===== src/rtl/dfu_led_pkg.sv =====
// dfu_led_pkg: shared mode codes and timing constants for the status-LED engine
package dfu_led_pkg;
  localparam int PHASE_W = 11;
  typedef enum logic [2:0] {
    LED_OFF        = 3'd0,
    LED_ON         = 3'd1,
    LED_BLINK_SLOW = 3'd2,
    LED_BLINK_FAST = 3'd3,
    LED_BREATHE    = 3'd4,
    LED_HEARTBEAT  = 3'd5,
    LED_ACTIVITY   = 3'd6,
    LED_RSVD       = 3'd7
  } led_mode_e;
  localparam logic [5:0] ACT_STRETCH_MS = 6'd50;
  localparam logic [9:0] HB_OFF0 = 10'd96;
  localparam logic [9:0] HB_ON1  = 10'd192;
  localparam logic [9:0] HB_OFF1 = 10'd288;
endpackage


===== src/rtl/dfu_led_channel.sv =====
// dfu_led_channel: pattern mux, breathe ramp, activity stretch and PWM compare for one LED
module dfu_led_channel
  import dfu_led_pkg::*;
#(
  parameter int PWM_BITS = 8
) (
  input  logic                clk,
  input  logic                reset,
  input  logic                tick,
  input  logic [2:0]          mode,
  input  logic [PWM_BITS-1:0] brightness,
  input  logic                activity,
  input  logic [PHASE_W-1:0]  phase,
  input  logic [PWM_BITS-1:0] pwm_cnt,
  output logic                led
);
  logic [5:0]          stretch;
  logic [PWM_BITS-1:0] duty, duty_d, lvl, breathe;
  logic                heartbeat;
  // breathe ramp folds the phase into a triangle and scales it by brightness
  always_comb begin
    lvl       = phase[10] ? ~phase[9 -: PWM_BITS] : phase[9 -: PWM_BITS];
    breathe   = PWM_BITS'(({{PWM_BITS{1'b0}}, lvl} * {{PWM_BITS{1'b0}}, brightness}) >> PWM_BITS);
    heartbeat = (phase[9:0] < HB_OFF0) || (phase[9:0] >= HB_ON1 && phase[9:0] < HB_OFF1);
    duty_d    = '0;
    case (led_mode_e'(mode))
      LED_ON:         duty_d = brightness;
      LED_BLINK_SLOW: duty_d = phase[9] ? '0 : brightness;
      LED_BLINK_FAST: duty_d = phase[7] ? '0 : brightness;
      LED_BREATHE:    duty_d = breathe;
      LED_HEARTBEAT:  duty_d = heartbeat ? brightness : '0;
      LED_ACTIVITY:   duty_d = (stretch != '0) ? brightness : '0;
      default:        duty_d = '0;
    endcase
  end
  // a strobe reloads the flash window; otherwise it drains one step per ms tick
  always_ff @(posedge clk)
    stretch <= reset ? '0 : activity ? ACT_STRETCH_MS : (tick && stretch != '0) ? stretch - 6'd1 : stretch;
  // duty is registered, then compared against the free-running PWM counter
  always_ff @(posedge clk) begin
    duty <= reset ? '0 : duty_d;
    led  <= reset ? 1'b0 : (pwm_cnt < duty) | (&duty);
  end
endmodule


===== src/rtl/dfu_status_led.sv =====
// dfu_status_led: multi-channel status-LED engine sharing one ms prescaler, phase and PWM counter
module dfu_status_led
  import dfu_led_pkg::*;
#(
  parameter int CLK_HZ   = 12_000_000,
  parameter int N_CH     = 1,
  parameter int PWM_BITS = 8
) (
  input  logic                     clk,
  input  logic                     reset,
  input  logic [3*N_CH-1:0]        mode,
  input  logic [PWM_BITS*N_CH-1:0] brightness,
  input  logic [N_CH-1:0]          activity,
  output logic [N_CH-1:0]          led,
  output logic                     tick_1ms
);
  localparam int DIV = CLK_HZ / 1000;
  localparam int PRE_W = $clog2(DIV + 1);
  localparam logic [PRE_W-1:0] PRE_MAX = PRE_W'(DIV - 1);
  logic [PRE_W-1:0]    pre;
  logic [PHASE_W-1:0]  phase;
  logic [PWM_BITS-1:0] pwm_cnt;
  // shared timebase keeps every channel's pattern in lockstep
  always_ff @(posedge clk) begin
    pre      <= (reset || pre == PRE_MAX) ? '0 : pre + 1'b1;
    tick_1ms <= !reset && pre == PRE_MAX;
    phase    <= reset ? '0 : phase + PHASE_W'(tick_1ms);
    pwm_cnt  <= reset ? '0 : pwm_cnt + 1'b1;
  end
  for (genvar i = 0; i < N_CH; i++) begin : g_ch
    dfu_led_channel #(.PWM_BITS(PWM_BITS)) u_ch (
      .clk        (clk),
      .reset      (reset),
      .tick       (tick_1ms),
      .mode       (mode[3*i +: 3]),
      .brightness (brightness[PWM_BITS*i +: PWM_BITS]),
      .activity   (activity[i]),
      .phase      (phase),
      .pwm_cnt    (pwm_cnt),
      .led        (led[i])
    );
  end
endmodule


===== config.mk =====
export PLATFORM = sky130hd
export DESIGN_NAME = dfu_status_led
export DESIGN_NICKNAME = d
export VERILOG_FILES = /design/src/rtl/dfu_led_pkg.sv /design/src/rtl/dfu_led_channel.sv /design/src/rtl/dfu_status_led.sv
export SDC_FILE = /design/constraint.sdc
export NUM_CORES = 1
export LEC_CHECK = 0
export CAP_MARGIN = 25
export CORE_MARGIN = 2
export CORE_UTILIZATION = 40
export DETAILED_ROUTE_END_ITERATION = 12
export MAX_ROUTING_LAYER = met4
export PLACE_DENSITY = 0.53
export SLEW_MARGIN = 0
export SYNTH_ARGS = -nofsm -noshare
export SYNTH_HDL_FRONTEND = slang
export SYNTH_SLANG_ARGS = --single-unit
export TNS_END_PERCENT = 20

===== constraint.sdc =====
create_clock -name clk -period 6 [get_ports clk]
set_input_delay 1.2 -clock clk [delete_from_list [all_inputs] [get_ports clk]]
set_output_delay 1.2 -clock clk [all_outputs]
set_load 0.01 [all_outputs]

==> flow_metrics.py, run 1 <==
metrics = {
    "run_status": {
        "status": "finished clean",
    },
    "clock_network": {
        "cts_buffer_depth": 2,
        "cts.sinks": 49,
        "cts_root_buf": "clkbuf_8",
        "htree_levels": 2,
        "clk_latency_ns": 0.30,
        "cts_resized": 0,
        "post_cts_buffers": 0,
        "cts_tree": "yes",
        "cts_hold_buf": 0,
        "clk_pin_slew_ns": 0.08,
        "cts_buffers": 5,
    },
    "synth": {
        "synth_warnings": 0,
        "synth_edf_count": 0,
        "synth_top_family_by_area": "adder cells",
        "synth_fp_nets": 580,
        "synth-async-reset-ratio_pct": 0,
        "synth-seq-cells": 49,
        "yosys.area_share.simple_pct": 23.00,
        "synth.avg_cell_area_um2": 8.787,
        "synth_ff_type": "dfxtp_1",
        "synth-compound-area-share_pct": 9.347,
        "synth_cell_types": 55,
        "synth-xor-area-share_pct": 8.614,
        "synth_sequential_area_ratio_pct": 22.97,
        "syn-cell-area_um2": 4270,
        "synth_fa_ha_area_share_pct": 29.59,
        "synthCells": 486,
        "muxShareOfSynthArea_pct": 0,
    },
    "layout": {
        "nNetsFinal": 600,
        "multi_input_area_um2": 3013,
        "diodes": 0,
        "regArea_um2": 980.9,
        "area_growth_pct": 10.02,
        "drive_gt1_share_pct": 4.931,
        "finish.utilization_pct": 45.51,
        "num-fill-cells": 1026,
    },
    "routing": {
        "dr.pass1.iters": 4,
        "dr_total_vias": 3203,
        "avgRoutedWirePerCell_um": 13.33,
        "postRouteAntennaNets": 0,
        "drt_iter0_markers": 116,
        "wirelength_um": 8569,
        "vias_per_cell": 4.981,
        "post-route-drc-count": 0,
    },
    "worst_setup_path": {
        "crit_top_cell": "fa_1",
        "cp.buffers_inverters": 3,
        "worstPathArrival_ns": 5.75,
        "worstSetupPathType": "primary input to flop",
        "cpLargestDelayFamily": "adder cells",
        "worstPathMaxFanout": 9,
        "slowest_stage": "clkdlybuf4s50_1",
        "end_kind": "flop",
        "path_cells": "clkdlybuf4s50_1 -> and2_1 -> fa_1 -> fa_1 -> fa_1 -> inv_1 -> fa_1 -> inv_1 -> ha_1 -> a21oi_1 -> nor2_1 -> a211o_2 -> a22o_1 -> or3_1",
        "cpPeakStageDelay_ns": 0.58,
        "critPathLaunchType": "primary input",
        "worstPathRequired_ns": 6.18,
    },
    "hold_path": {
        "hp-class": "flop to flop",
    },
    "floorplanning": {
        "rows": 37,
        "ios": 16,
        "die_height_um": 107.3,
        "die_w_um": 107.3,
        "die_area_um2": 11520,
        "coreArea_um2": 10320,
        "initial_core_util_pct": 41.36,
    },
    "timing": {
        "fin_worst_skew_ns": 0.008495,
        "setup_viol": 0,
        "worstMarginPinSlew_ns": 0.8682,
        "slew_violations": 0,
        "fmax_mhz": 179.6,
        "final_hold_viol_count": 0,
        "whs_ns": 0.4406,
        "rsz0062_at_grt": "false",
        "tns_ns": 0,
        "relSlewSlack_pct": 41.30,
        "min_period_ns": 5.569,
        "min_period_over_period_pct": 92.81,
    },
    "grt": {
        "grtUsageMet2_pct": 27.22,
        "grt_busiest_layer": "met2",
        "met1_usage_pct": 23.00,
        "globalRouteMet3Util_pct": 3.208,
        "grt_max_degree": 33,
        "overflow": 0,
        "track_usage_pct": 16.93,
        "antenna_found_initial": 0,
        "grt_pass1_vias": 3222,
        "grt_pass1_wl_um": 15200,
    },
    "pwr": {
        "p_leak_nw": 2.190,
        "pwr_density_cell_nw_per_um2": 124.4,
        "ir_drop_mv": 0.1228,
    },
    "placement": {
        "place_congestion": 0.8003,
        "place_hpwl_um": 6773,
        "port_buffers": 15,
    },
    "run": {
        "maxCapViolations": 0,
    },
}
-- final timing paths --
check,from,end,slack [ns],cells after the start
max,brightness[4],g_ch[0].u_ch.duty[5],0.43,14
min,pre[0],pre[0],0.44,1
max reg2reg,phase[10],g_ch[0].u_ch.duty[5],0.78,14
min reg2reg,pre[0],pre[0],0.44,1
-- sequential cells by signal, summed over array words and instances, names as in the netlist --
| register | cells |
|---|---|
| g_ch.u_ch.duty | 8 |
| g_ch.u_ch.led | 1 |
| g_ch.u_ch.stretch | 6 |
| phase | 11 |
| pre | 14 |
| pwm_cnt | 8 |
| tick_1ms | 1 |
-- cells in the mapped netlist, types with 11 or more instances --
master / count / area share [%]
nand3_1: 13 / 1.5
nand4_1: 12 / 1.8
and2_1: 51 / 7.5
a21oi_1: 14 / 1.6
inv_1: 59 / 5.2
nor2_1: 42 / 3.7
xnor2_1: 14 / 2.9
dfxtp_1: 49 / 23
o21ai_0: 11 / 1.3
fa_1: 35 / 16
ha_1: 45 / 13
nand2_1: 34 / 3.0
xor2_1: 28 / 5.7
-- metal layers --
metal	part of all wire (%)	vias up	wire, um
met5	0	-	0
met4	0.36	0	31
met3	2.6	4	220
met2	46	32	3965
met1	51	1530	4350
li1	-	1637	-
-- layout make-up --
type                            instances  share of cell area [%]
Tap cell                              136                   3.622
Multi-Input combinational cell        366                   64.13
Inverter                               59                   4.714
Clock inverter                          2                  0.3196
Timing Repair Buffer                   25                   4.794
Sequential cell                        49                   20.88
Clock buffer                            6                   1.545
-- metrics by stage --
| step | total power, mW | cell area (um2) | cells | worst slack (ns) |
|---|---|---|---|---|
| final | 0.5847 | 4698 | 643 | 0.4314 |
| after global placement | 0.4026 | 4611 | 635 | 0.2110 |
| after detailed placement | 0.4037 | 4611 | 635 | 0.1361 |
| after global routing | 0.6202 | 4698 | 643 | 0.2732 |
| after floorplan | 0.3749 | 4270 | 486 | 0.7556 |
| after CTS | 0.5967 | 4698 | 643 | 0.4481 |
-- power breakdown --
group | leakage, nW | internal, mW | switching (mW)
clock | 0.0374 | 0.0822 | 0.107
combinational | 1.75 | 0.0264 | 0.0297
sequential | 0.398 | 0.334 | 0.00577
total | 2.19 | 0.442 | 0.142
-- cells by family (layout without fill, tap and decap cells) --
family | count (synthesis) | after routing
compound gates | 57 | 57
xor+xnor | 42 | 42
fa+ha+maj | 80 | 80
buf+inv | 71 | 92
flops | 49 | 49
simple gates | 187 | 187
-- placed cells by master (no fill, tap or decap), types with 2 or more instances in the layout --
cell type | netlist | final
o21a_1 | 2 | 2
a31oi_1 | 2 | 2
a21oi_1 | 14 | 14
nor2_1 | 42 | 42
clkinvlp_4 | 0 | 2
nand4_1 | 12 | 12
inv_1 | 59 | 59
nand3_1 | 13 | 13
a21o_1 | 4 | 4
nand2_1 | 34 | 34
xor2_1 | 28 | 28
ha_1 | 45 | 45
clkbuf_8 | 0 | 5
fa_1 | 35 | 35
dfxtp_1 | 49 | 49
or3_1 | 6 | 6
nand2b_1 | 2 | 2
nor3_1 | 7 | 7
and3_1 | 3 | 3
o21ai_1 | 4 | 4
nor4b_1 | 3 | 3
buf_4 | 0 | 10
and2_1 | 51 | 51
a211oi_2 | 2 | 2
xnor2_1 | 14 | 14
o21ai_0 | 11 | 11
clkdlybuf4s50_1 | 0 | 15
nor2b_1 | 5 | 5
(Power assumes the default switching activity.)
==> run 2, diff against run 1 <==
--- a/config.mk
+++ b/config.mk
@@ -11,7 +11,7 @@
 export DETAILED_ROUTE_END_ITERATION = 12
 export MAX_ROUTING_LAYER = met4
 export PLACE_DENSITY = 0.53
-export SLEW_MARGIN = 0
+export RECOVER_POWER = 100
 export SYNTH_ARGS = -nofsm -noshare
 export SYNTH_HDL_FRONTEND = slang
 export SYNTH_SLANG_ARGS = --single-unit
==> flow_metrics.py, run 2 (synthesized netlist as in run 1, its figures left out) <==
metrics = {
    "floorplanning": {
        "die_area_um2": 11520,
        "die_w_um": 107.3,
        "ios": 16,
        "die_height_um": 107.3,
        "rows": 37,
        "coreArea_um2": 10320,
        "initial_core_util_pct": 41.36,
    },
    "timing": {
        "setup_viol": 0,
        "worstMarginPinSlew_ns": 1.374,
        "min_period_ns": 5.709,
        "min_period_over_period_pct": 95.16,
        "slew_violations": 0,
        "rsz0062_at_grt": "false",
        "tns_ns": 0,
        "relSlewSlack_pct": 8.390,
        "final_hold_viol_count": 0,
        "fmax_mhz": 175.1,
        "fin_worst_skew_ns": 0.008361,
    },
    "grt": {
        "overflow": 0,
        "antenna_found_initial": 0,
        "grt_pass1_wl_um": 15200,
        "track_usage_pct": 16.93,
        "grt_pass1_vias": 3222,
        "grt_max_degree": 33,
    },
    "layout": {
        "finish.utilization_pct": 45.32,
        "final_cell_mix": "59 x inv_1, 50 x and2_1, 49 x dfxtp_1",
        "num-fill-cells": 1026,
        "drive_gt1_share_pct": 4.142,
        "nNetsFinal": 600,
        "final_common_cell": "inv_1",
        "top_register": "pre",
        "largest_register_ffs": 14,
        "area_growth_pct": 9.552,
        "diodes": 0,
        "instances_no_fill": 643,
        "reg.largest.list": "pre: 14 flops, phase: 11 flops",
    },
    "worst_setup_path": {
        "cpPeakStageDelay_ns": 0.67,
        "critPathLaunchType": "primary input",
        "path_cells": "dlygate4sd3_1 -> and2_0 -> fa_1 -> fa_1 -> fa_1 -> inv_1 -> fa_1 -> inv_1 -> ha_1 -> a21oi_1 -> o211ai_1 -> o221ai_1 -> o21ai_1 -> xnor2_1 -> o21ai_0",
        "worstSetupPathType": "primary input to flop",
        "end_kind": "flop",
        "slowest_stage": "dlygate4sd3_1",
        "crit_top_cell": "fa_1",
        "worstPathMaxFanout": 9,
        "worstPathArrival_ns": 5.88,
        "worstPathRequired_ns": 6.17,
    },
    "run": {
        "maxCapViolations": 0,
    },
    "clock_network": {
        "cts_buffer_depth": 2,
        "cts_root_buf": "clkbuf_8",
        "cts_resized": 0,
        "post_cts_buffers": 0,
        "cts.sinks": 49,
        "cts_buffers": 5,
        "cts_tree": "yes",
        "htree_levels": 2,
        "clk_pin_slew_ns": 0.08,
        "clk_latency_ns": 0.30,
        "cts_hold_buf": 0,
    },
    "pwr": {
        "pwr_density_cell_nw_per_um2": 124.7,
        "ir_drop_mv": 0.1214,
        "p_leak_nw": 2.185,
    },
    "placement": {
        "port_buffers": 15,
        "place_hpwl_um": 6773,
        "place_congestion": 0.8003,
        "dp_cells": 635,
    },
    "routing": {
        "dr.pass1.iters": 4,
        "postRouteAntennaNets": 0,
        "dr_total_vias": 3212,
        "drt_iter0_markers": 133,
        "vias_per_cell": 4.995,
        "wirelength_um": 8575,
        "post-route-drc-count": 0,
        "avgRoutedWirePerCell_um": 13.34,
    },
    "run_status": {
        "status": "finished clean",
    },
    "hold_path": {
        "hp-class": "flop to flop",
    },
}
[run 2: worst max-delay path, delay by kind of cell]
kind	cells	cell delay [ns]
AO/OA/AOI/OAI	5	1.16
adder cells (fa/ha/maj)	5	2.40
buffers and inverters	3	0.76
AND/OR/NAND/NOR	1	0.21
XOR/XNOR	1	0.13
[run 2: power breakdown]
part	switching (mW)	internal [mW]
Sequential	0.00571	0.334
Clock	0.107	0.0822
Combinational	0.0298	0.0254
[run 2: metrics by stage]
stage | cell area (um2) | power (mW) | worst slack, ns | hold WS, ns
after floorplan | 4270 | 0.3749 | 0.7556 | 0.4129
after global placement | 4611 | 0.4026 | 0.2110 | 0.4258
after detailed placement | 4611 | 0.4037 | 0.1361 | 0.4326
after CTS | 4698 | 0.5967 | 0.4481 | 0.4455
after global routing | 4678 | 0.6191 | 0.1448 | 0.4562
final | 4678 | 0.5833 | 0.2905 | 0.4403
[run 2: area by class of cell]
cell class	instances	area, um2	share of cell area, %
clock buffers	6	72.57	1.551
clock inverters	2	15.01	0.3209
inverters	59	221.5	4.734
multi-input cells	366	2997	64.05
flip-flops and latches	49	980.9	20.97
well taps	136	170.2	3.637
repair buffers	25	221.5	4.734
[run 2: per-layer routing]
| metal | up-vias | track usage, % | wire length (um) |
|---|---|---|---|
| li1 | 1639 | - | - |
| met3 | 4 | 3.208 | 194 |
| met2 | 29 | 27.22 | 3986 |
| met1 | 1540 | 23.00 | 4362 |
| met4 | 0 | 2.041 | 31 |
| met5 | - | - | 0 |
[run 2: path summary, 6_finish.rpt]
path / start / end / slack, ns / depth (start not counted)
max: brightness[4] / g_ch[0].u_ch.duty[6] / 0.29 / 15
min: pre[0] / pre[0] / 0.44 / 1
max reg2reg: phase[10] / g_ch[0].u_ch.duty[6] / 0.71 / 15
min reg2reg: pre[0] / pre[0] / 0.44 / 1
==> run 3, diff against run 2 <==
--- a/config.mk
+++ b/config.mk
@@ -10,7 +10,7 @@
 export CORE_UTILIZATION = 40
 export DETAILED_ROUTE_END_ITERATION = 12
 export MAX_ROUTING_LAYER = met4
-export PLACE_DENSITY = 0.53
+export PLACE_DENSITY = 0.55
 export RECOVER_POWER = 100
 export SYNTH_ARGS = -nofsm -noshare
 export SYNTH_HDL_FRONTEND = slang
==> constraint.sdc (replaced) <==
create_clock -name clk -period 4.9 [get_ports clk]
set_input_delay 0.98 -clock clk [delete_from_list [all_inputs] [get_ports clk]]
set_output_delay 0.98 -clock clk [all_outputs]
set_load 0.01 [all_outputs]
==> flow_metrics.py, run 3 (synthesized netlist as in run 1, its figures left out) <==
metrics = {
    "clock_network": {
        "cts.sinks": 49,
        "cts_root_buf": "clkbuf_8",
        "cts_tree": "yes",
        "cts_buffers": 5,
        "post_cts_buffers": 0,
        "cts_buffer_depth": 2,
        "htree_levels": 2,
        "clk_pin_slew_ns": 0.10,
        "clk_latency_ns": 0.30,
    },
    "layout": {
        "num-fill-cells": 1007,
        "multi_input_area_um2": 3070,
        "diodes": 0,
        "top_register": "pre",
        "instances_no_fill": 674,
        "final_cell_mix": "59 x inv_1, 51 x and2_1, 48 x dfxtp_1",
        "nNetsFinal": 631,
        "reg.largest.list": "pre: 14 flops, phase: 11 flops",
        "final_common_cell": "inv_1",
        "finish.utilization_pct": 48.30,
        "regArea_um2": 982.2,
        "drive_gt1_share_pct": 12.27,
        "area_growth_pct": 16.76,
        "largest_register_ffs": 14,
    },
    "timing": {
        "setup_viol": 0,
        "min_period_over_period_pct": 97.41,
        "final_hold_viol_count": 0,
        "relSlewSlack_pct": 9.367,
        "min_period_ns": 4.773,
        "slew_violations": 0,
        "worstMarginPinSlew_ns": 1.359,
        "fmax_mhz": 209.5,
        "tns_ns": 0,
        "fin_worst_skew_ns": 0.006488,
    },
    "run_status": {
        "status": "finished clean",
    },
    "routing": {
        "dr_total_vias": 3351,
        "postRouteAntennaNets": 0,
        "post-route-drc-count": 0,
        "wirelength_um": 8778,
        "dr.pass1.iters": 4,
        "avgRoutedWirePerCell_um": 13.02,
        "drt_iter0_markers": 110,
        "vias_per_cell": 4.972,
    },
    "pwr": {
        "ir_drop_mv": 0.1484,
        "pwr_density_cell_nw_per_um2": 146.4,
        "p_int_mw": 0.5450,
        "p_sw_share_pct": 25.32,
        "power_mw": 0.7298,
        "combPwrFrac_pct": 9.4,
        "p_leak_nw": 2.351,
        "p_seq_share_pct": 56.9,
        "power_frac_clock_pct": 33.7,
        "switching_power_mw": 0.1848,
    },
    "grt": {
        "grt_pass1_wl_um": 15170,
        "grt_pass1_vias": 3371,
        "overflow": 0,
        "track_usage_pct": 16.79,
        "antenna_found_initial": 0,
        "grt_max_degree": 33,
    },
    "worst_setup_path": {
        "end_kind": "flop",
        "worstSetupPathType": "primary input to flop",
        "worstPathMaxFanout": 7,
        "worstPathRequired_ns": 5.09,
        "worstPathArrival_ns": 4.97,
        "critPathLaunchType": "primary input",
    },
    "floorplanning": {
        "die_height_um": 107.3,
        "rows": 37,
        "ios": 16,
        "die_w_um": 107.3,
        "coreArea_um2": 10320,
        "initial_core_util_pct": 41.36,
        "die_area_um2": 11520,
    },
    "placement": {
        "place_congestion": 0.8308,
        "place_hpwl_um": 7245,
        "port_buffers": 15,
        "dp_cells": 666,
    },
    "hold_path": {
        "hp-class": "flop to flop",
    },
    "run": {
        "maxCapViolations": 0,
    },
}
[run 3: through the flow]
step,hold slack [ns],setup WS [ns],cell area [um2]
2_1_floorplan,0.4129,0.01214,4295
3_3_place_gp,0.4240,-0.5102,4867
3_5_place_dp,0.4523,-0.5629,4867
4_1_cts,0.4669,0.03257,4985
5_1_grt,0.5002,-0.006906,4986
6_report,0.4567,0.1271,4986
[run 3: path summary, 6_finish.rpt]
path	start	to	slack [ns]	cells after the start
worst max-delay path	brightness[4]	g_ch[0].u_ch.duty[5]	0.13	15
worst min-delay path	pre[0]	pre[0]	0.46	1
worst max register to register	phase[10]	g_ch[0].u_ch.duty[5]	0.22	16
worst min register to register	pre[0]	pre[0]	0.46	1
[run 3: layout make-up]
type	instances	area share, %
Multi-Input combinational cell	366	61.58
Timing Repair Buffer	56	8.959
Tap cell	136	3.413
Inverter	59	4.442
Clock buffer	5	1.380
Sequential cell	49	19.70
Clock inverter	3	0.5270
[run 3: worst max-delay path, stage by stage]
cell and delay [ns]:
clkdlybuf4s15_2 0.24, and2_1 0.19, fa_2 0.41, fa_1 0.54
inv_1 0.05, fa_1 0.47, inv_1 0.05, fa_1 0.48
ha_1 0.30, nand4b_1 0.14, a211oi_2 0.07, o21bai_4 0.20
a211o_4 0.34, a22o_1 0.17, or3_1 0.35
[run 3: timing repair]
| item | in CTS | in global routing |
|---|---|---|
| gates resized for setup | 12 | 8 |
| pin swaps | 9 | 5 |
| endpoints found under the setup margin | 6 | 6 |
| hold buffers | 0 | 0 |
[run 3: power by group through the flow]
stage          clock network, mW  registers [mW]  logic [mW]
3_3_place_gp                   0           0.425      0.0707
3_5_place_dp                   0           0.425      0.0717
2_1_floorplan                  0           0.424      0.0355
6_report                   0.246           0.416      0.0684
5_1_grt                    0.270           0.417      0.0772
4_1_cts                    0.255           0.416      0.0710
[run 3: layer usage]
| layer | GRT usage, % | routed length, um | share of wire [%] | up-vias |
|---|---|---|---|---|
| li1 | - | - | - | 1698 |
| met2 | 28.93 | 4282 | 49 | 38 |
| met4 | 3.061 | 59 | 0.67 | 0 |
| met3 | 2.058 | 229 | 2.6 | 4 |
| met1 | 21.46 | 4207 | 48 | 1611 |
| met5 | - | 0 | 0 | - |
==> RTL edit 1: new RTL, settings of run 3 <==
The package constant `PHASE_W` goes from 11 to 15.
--- a/src/rtl/dfu_led_pkg.sv
+++ b/src/rtl/dfu_led_pkg.sv
@@ -1,6 +1,6 @@
 // dfu_led_pkg: shared mode codes and timing constants for the status-LED engine
 package dfu_led_pkg;
-  localparam int PHASE_W = 11;
+  localparam int PHASE_W = 15;
   typedef enum logic [2:0] {
     LED_OFF        = 3'd0,
     LED_ON         = 3'd1,
Check against the original RTL: same outputs for any inputs over 10 cycles, from zero or initial values and one cycle with reset high; that may be too few to reach the edited logic, so the function may still have changed.
==> RTL edit 1 against run 3 <==
Power fell by 0.21%; highest routed layer unchanged; worst setup slack improved by 0.027 ns; combinational power rose by 4.7%; critical endpoint is now g_ch[0].u_ch.duty[2]; core utilization is 0.91 points lower; sequential cell count did not move; cell area shrank 1.9%; first-iteration DRC count is 16% lower; critical path depth is the same; routed wire length fell by 3.8%; count of clock-buffer cells in the layout unchanged; cell count down 2.7%; register-to-register slack better by 0.04 ns; synthesized area decreased by 0.59%.
==> RTL edit 1: results (changes against run 3) <==
placed_design:
  placedCellCount: 648  # -2.7%
  place_congestion: 0.8574  # +3.2%
  postPlaceCellArea_mm2: 0.004790  # -1.6%
  dpl.hpwl_mm: 7.094  # -2.1%
finish:
  fillCellCount: 995  # -1.2%
  fin_nets: 613  # -2.9%
  drive_gt1_share_pct: 11.54  # -0.73 points
synth:
  synthesis.nets: 562  # -3.1%
  yosysUniqueCellTypes: 50  # -9.1%
  ys_seq_area_share_pct: 23.11  # +0.14 points
  yosys-top-cells-area: "dfxtp_1, fa_1, ha_1"
outcome:
  status: "finished clean"
global_route:
  grt_pass1_vias: 3257  # -3.4%
  gr-usage-all-layers_pct: 16.75  # -0.039 points
  grt_max_degree: 31  # -6.1%
drt:
  wl_met2_mm: 3.858  # -9.9%
  finalWirelength_mm: 8.446  # -3.8%
  via_count: 3174  # -5.3%
  drt-met1-wl_mm: 4.265  # +1.4%
worst_hold_path:
  holdPathEnd: "pwm_cnt[0]"
  min_from: "pwm_cnt[0]"
setup_path:
  rrSetupSlack_ns: 0.26  # +0.04 ns
  timing.rr.end: "g_ch[0].u_ch.duty[2]"
  critPathArrivalTime_ns: 4.95  # -0.02 ns
sta:
  worstMarginPinSlew_ns: 1.321  # -0.03812 ns
  clock_skew_ns: 0.005319  # -0.001169 ns
## RTL edit 1: kinds of logic (layout without fill, tap and decap cells)
family | count (synthesis) | in the layout | share of synthesized area (%)
and+or+nand+nor | 184 | 184 | 23.14
adders and majority gates | 80 | 80 | 29.77
buffers and inverters | 64 | 116 | 6.042
DFF | 49 | 49 | 23.11
AOI/OAI and AO/OA | 48 | 48 | 8.694
xor gates and xnor gates | 42 | 42 | 9.019
muxes | 1 | 1 | 0.2358
## RTL edit 1: what timing repair did
action	4_1_cts	5_1_grt
pin swaps	1	3
resized for setup	6	5
setup endpoints to repair	6	6
## RTL edit 1: worst max path at each step
stage | cells after the start | slack [ns] | endpoint | from
global placement | 15 | -0.39 | g_ch[0].u_ch.duty[6] | brightness[7]
detailed placement | 15 | -0.46 | g_ch[0].u_ch.duty[2] | brightness[4]
CTS | 16 | -0.01 | g_ch[0].u_ch.duty[5] | brightness[6]
floorplan | 14 | 0.10 | g_ch[0].u_ch.duty[6] | brightness[7]
global route | 15 | -0.008 | g_ch[0].u_ch.duty[2] | brightness[4]
finish | 15 | 0.15 | g_ch[0].u_ch.duty[2] | brightness[4]
## RTL edit 1: power breakdown
part | switching (mW) | internal [mW] | total [mW]
registers | 0.00776 | 0.409 | 0.417
clock network | 0.138 | 0.101 | 0.240
logic | 0.0373 | 0.0344 | 0.0716
## RTL edit 1: cell type report
type	count	area [um^2]	area share [%]
Clock buffer	5	68.82	1.407
Tap cell	136	170.2	3.478
Timing Repair Buffer	50	409.1	8.363
Inverter	58	217.7	4.450
Multi-Input combinational cell	355	3023	61.79
Sequential cell	49	982.2	20.08
Clock inverter	3	21.27	0.4348
## RTL edit 1: per-layer routing
metal / track usage (%) / vias to the layer above
met3: 2.067 / 11
met5: - / -
met1: 22.94 / 1499
met4: 3.432 / 0
met2: 26.81 / 30
li1: - / 1634
## RTL edit 1: stage by stage
step | total power, mW | setup WS (ns) | TNS, ns
finish | 0.7283 | 0.1546 | 0
global route | 0.7647 | -0.008352 | -0.008352
CTS | 0.7421 | -0.01096 | -0.01452
detailed placement | 0.5006 | -0.4646 | -2.881
global placement | 0.4991 | -0.3917 | -2.407
floorplan | 0.4600 | 0.1004 | 0
==> RTL edit 2: new RTL, config.mk and constraints of run 3 <==
Without the edit above. Put a register stage on the output `led`, without a reset. The value now appears one clock later. The other outputs are not delayed to match.
--- a/src/rtl/dfu_status_led.sv
+++ b/src/rtl/dfu_status_led.sv
@@ -17,6 +17,8 @@
   localparam int DIV = CLK_HZ / 1000;
   localparam int PRE_W = $clog2(DIV + 1);
   localparam logic [PRE_W-1:0] PRE_MAX = PRE_W'(DIV - 1);
+
+  logic [N_CH-1:0] led_d;
   logic [PRE_W-1:0]    pre;
   logic [PHASE_W-1:0]  phase;
   logic [PWM_BITS-1:0] pwm_cnt;
@@ -37,8 +39,12 @@
       .activity   (activity[i]),
       .phase      (phase),
       .pwm_cnt    (pwm_cnt),
-      .led        (led[i])
+      .led        (led_d[i])
     );
   end
+  always_ff @(posedge clk) begin
+    led <= led_d;
+  end
+
 endmodule
 
Behaviour: not the same (a bounded check fails within 4 cycles, from zero or initial values and one cycle with reset high).
==> RTL edit 2 against run 3 <==
Largest cell class unchanged; register-to-register slack worse by 0.05 ns; combinational power barely moved; largest power group unchanged; die area increased by 0.36%; clock power is essentially flat; worst setup slack improved by 0.013 ns; sequential cell count increased by 1; non-clock buffer count increased by 2; sequential power increased by 2%; power is 1.3% higher; routed wire length up 0.19%; synthesized area rose by 0.38%; cell area is 0.43% higher; critical path depth shrank 1; core utilization hardly changed.
==> RTL edit 2: results (changes against run 3) <==
synth:
  yosys-top-cells-area: "dfxtp_1, fa_1, ha_1"
  ys_seq_area_share_pct: 23.35  # +0.38 points
  yosys-top-cells-count: "inv_1, and2_1, dfxtp_1"
drt:
  via_count: 3373  # +0.66%
  drt-met1-wl_mm: 4.225  # +0.43%
  wl_met2_mm: 4.327  # +1.1%
  wl_met3_um: 175  # -24%
global_route:
  grt_pass1_vias: 3461  # +2.7%
  gr-usage-all-layers_pct: 17.21  # +0.42 points
  grt_pass1_wl_mm: 15.65  # +3.2%
sta:
  clock_skew_ns: 0.007302  # +0.0008142 ns
  fin_ws_ns: 0.1401  # +0.01304 ns
placed_design:
  dpl.hpwl_mm: 7.242  # about the same
  place_congestion: 0.8663  # +4.3%
  place_ws_ns: -0.5284  # +0.03454 ns
floorplanning:
  design.core.area_mm2: 0.01037  # +0.45%
worst_hold_path:
  holdPathEnd: "led"
  hold_depth: 0  # -1
setup_path:
  rrSetupSlack_ns: 0.17  # -0.05 ns
  path_max_fanout: 4  # -3
  crit_path_start: "brightness[5]"
power_and_ir_drop:
  ir_worst_vdd_mv: 0.1374  # -7.4%
  p_leak_nw: 2.376  # +1.0%
finish:
  drive_gt1_share_pct: 12.41  # +0.14 points
  fillCellCount: 1035  # +2.8%
  fin_nets: 633  # +0.32%
outcome:
  status: "finished clean"
==> RTL edit 2: layout make-up <==
class | instances | share of cell area [%]
clock inverters | 3 | 0.4748
flip-flops and latches | 50 | 20.06
repair buffers | 58 | 9.070
multi-input cells | 366 | 61.27
clock buffers | 5 | 1.374
well taps | 136 | 3.398
inverters | 58 | 4.348
==> RTL edit 2: timing repair <==
action | CTS | global route
hold buffers | 0 | 0
endpoints found under the setup margin | 6 | 5
setup buffers | 2 | 1
resized for setup | 11 | 8
pin swaps | 5 | 4
==> RTL edit 2: worst max-delay path, delay by kind of cell <==
| kind | cells | cell delay, ns |
|---|---|---|
| AO/OA/AOI/OAI | 2 | 0.49 |
| adder cells (fa/ha/maj) | 5 | 2.33 |
| buffers and inverters | 4 | 0.46 |
| AND/OR/NAND/NOR | 3 | 0.69 |
==> RTL edit 2: metrics by stage <==
step,setup TNS [ns],hold slack [ns],cell area [um^2]
after floorplan,0,0.3096,4312
after global placement,-3.113,0.3127,4877
after detailed placement,-3.290,0.3171,4877
after CTS,0,0.3398,5006
after global routing,-0.0001110,0.3478,5007
final,0,0.3370,5007
==> RTL edit 2: kinds of logic after synthesis <==
logic type / after synthesis / synth area share [%]
fa+ha+maj: 80 / 29.48
xor+xnor: 42 / 8.582
buf+inv: 70 / 6.334
compound gates: 57 / 9.312
flops: 50 / 23.35
simple gates: 187 / 22.94
==> RTL edit 2: power by group <==
part           total (mW)  internal (mW)  switching (mW)
combinational      0.0686         0.0326          0.0360
sequential          0.425          0.417         0.00779
clock               0.246          0.102           0.143
total               0.740          0.552           0.187
==> RTL edit 2: per-layer routing <==
layer / vias to the layer above / track usage, %
li1: 1703 / -
met1: 1633 / 21.61
met2: 31 / 30.10
met3: 6 / 2.482
met4: 0 / 2.564
met5: - / -
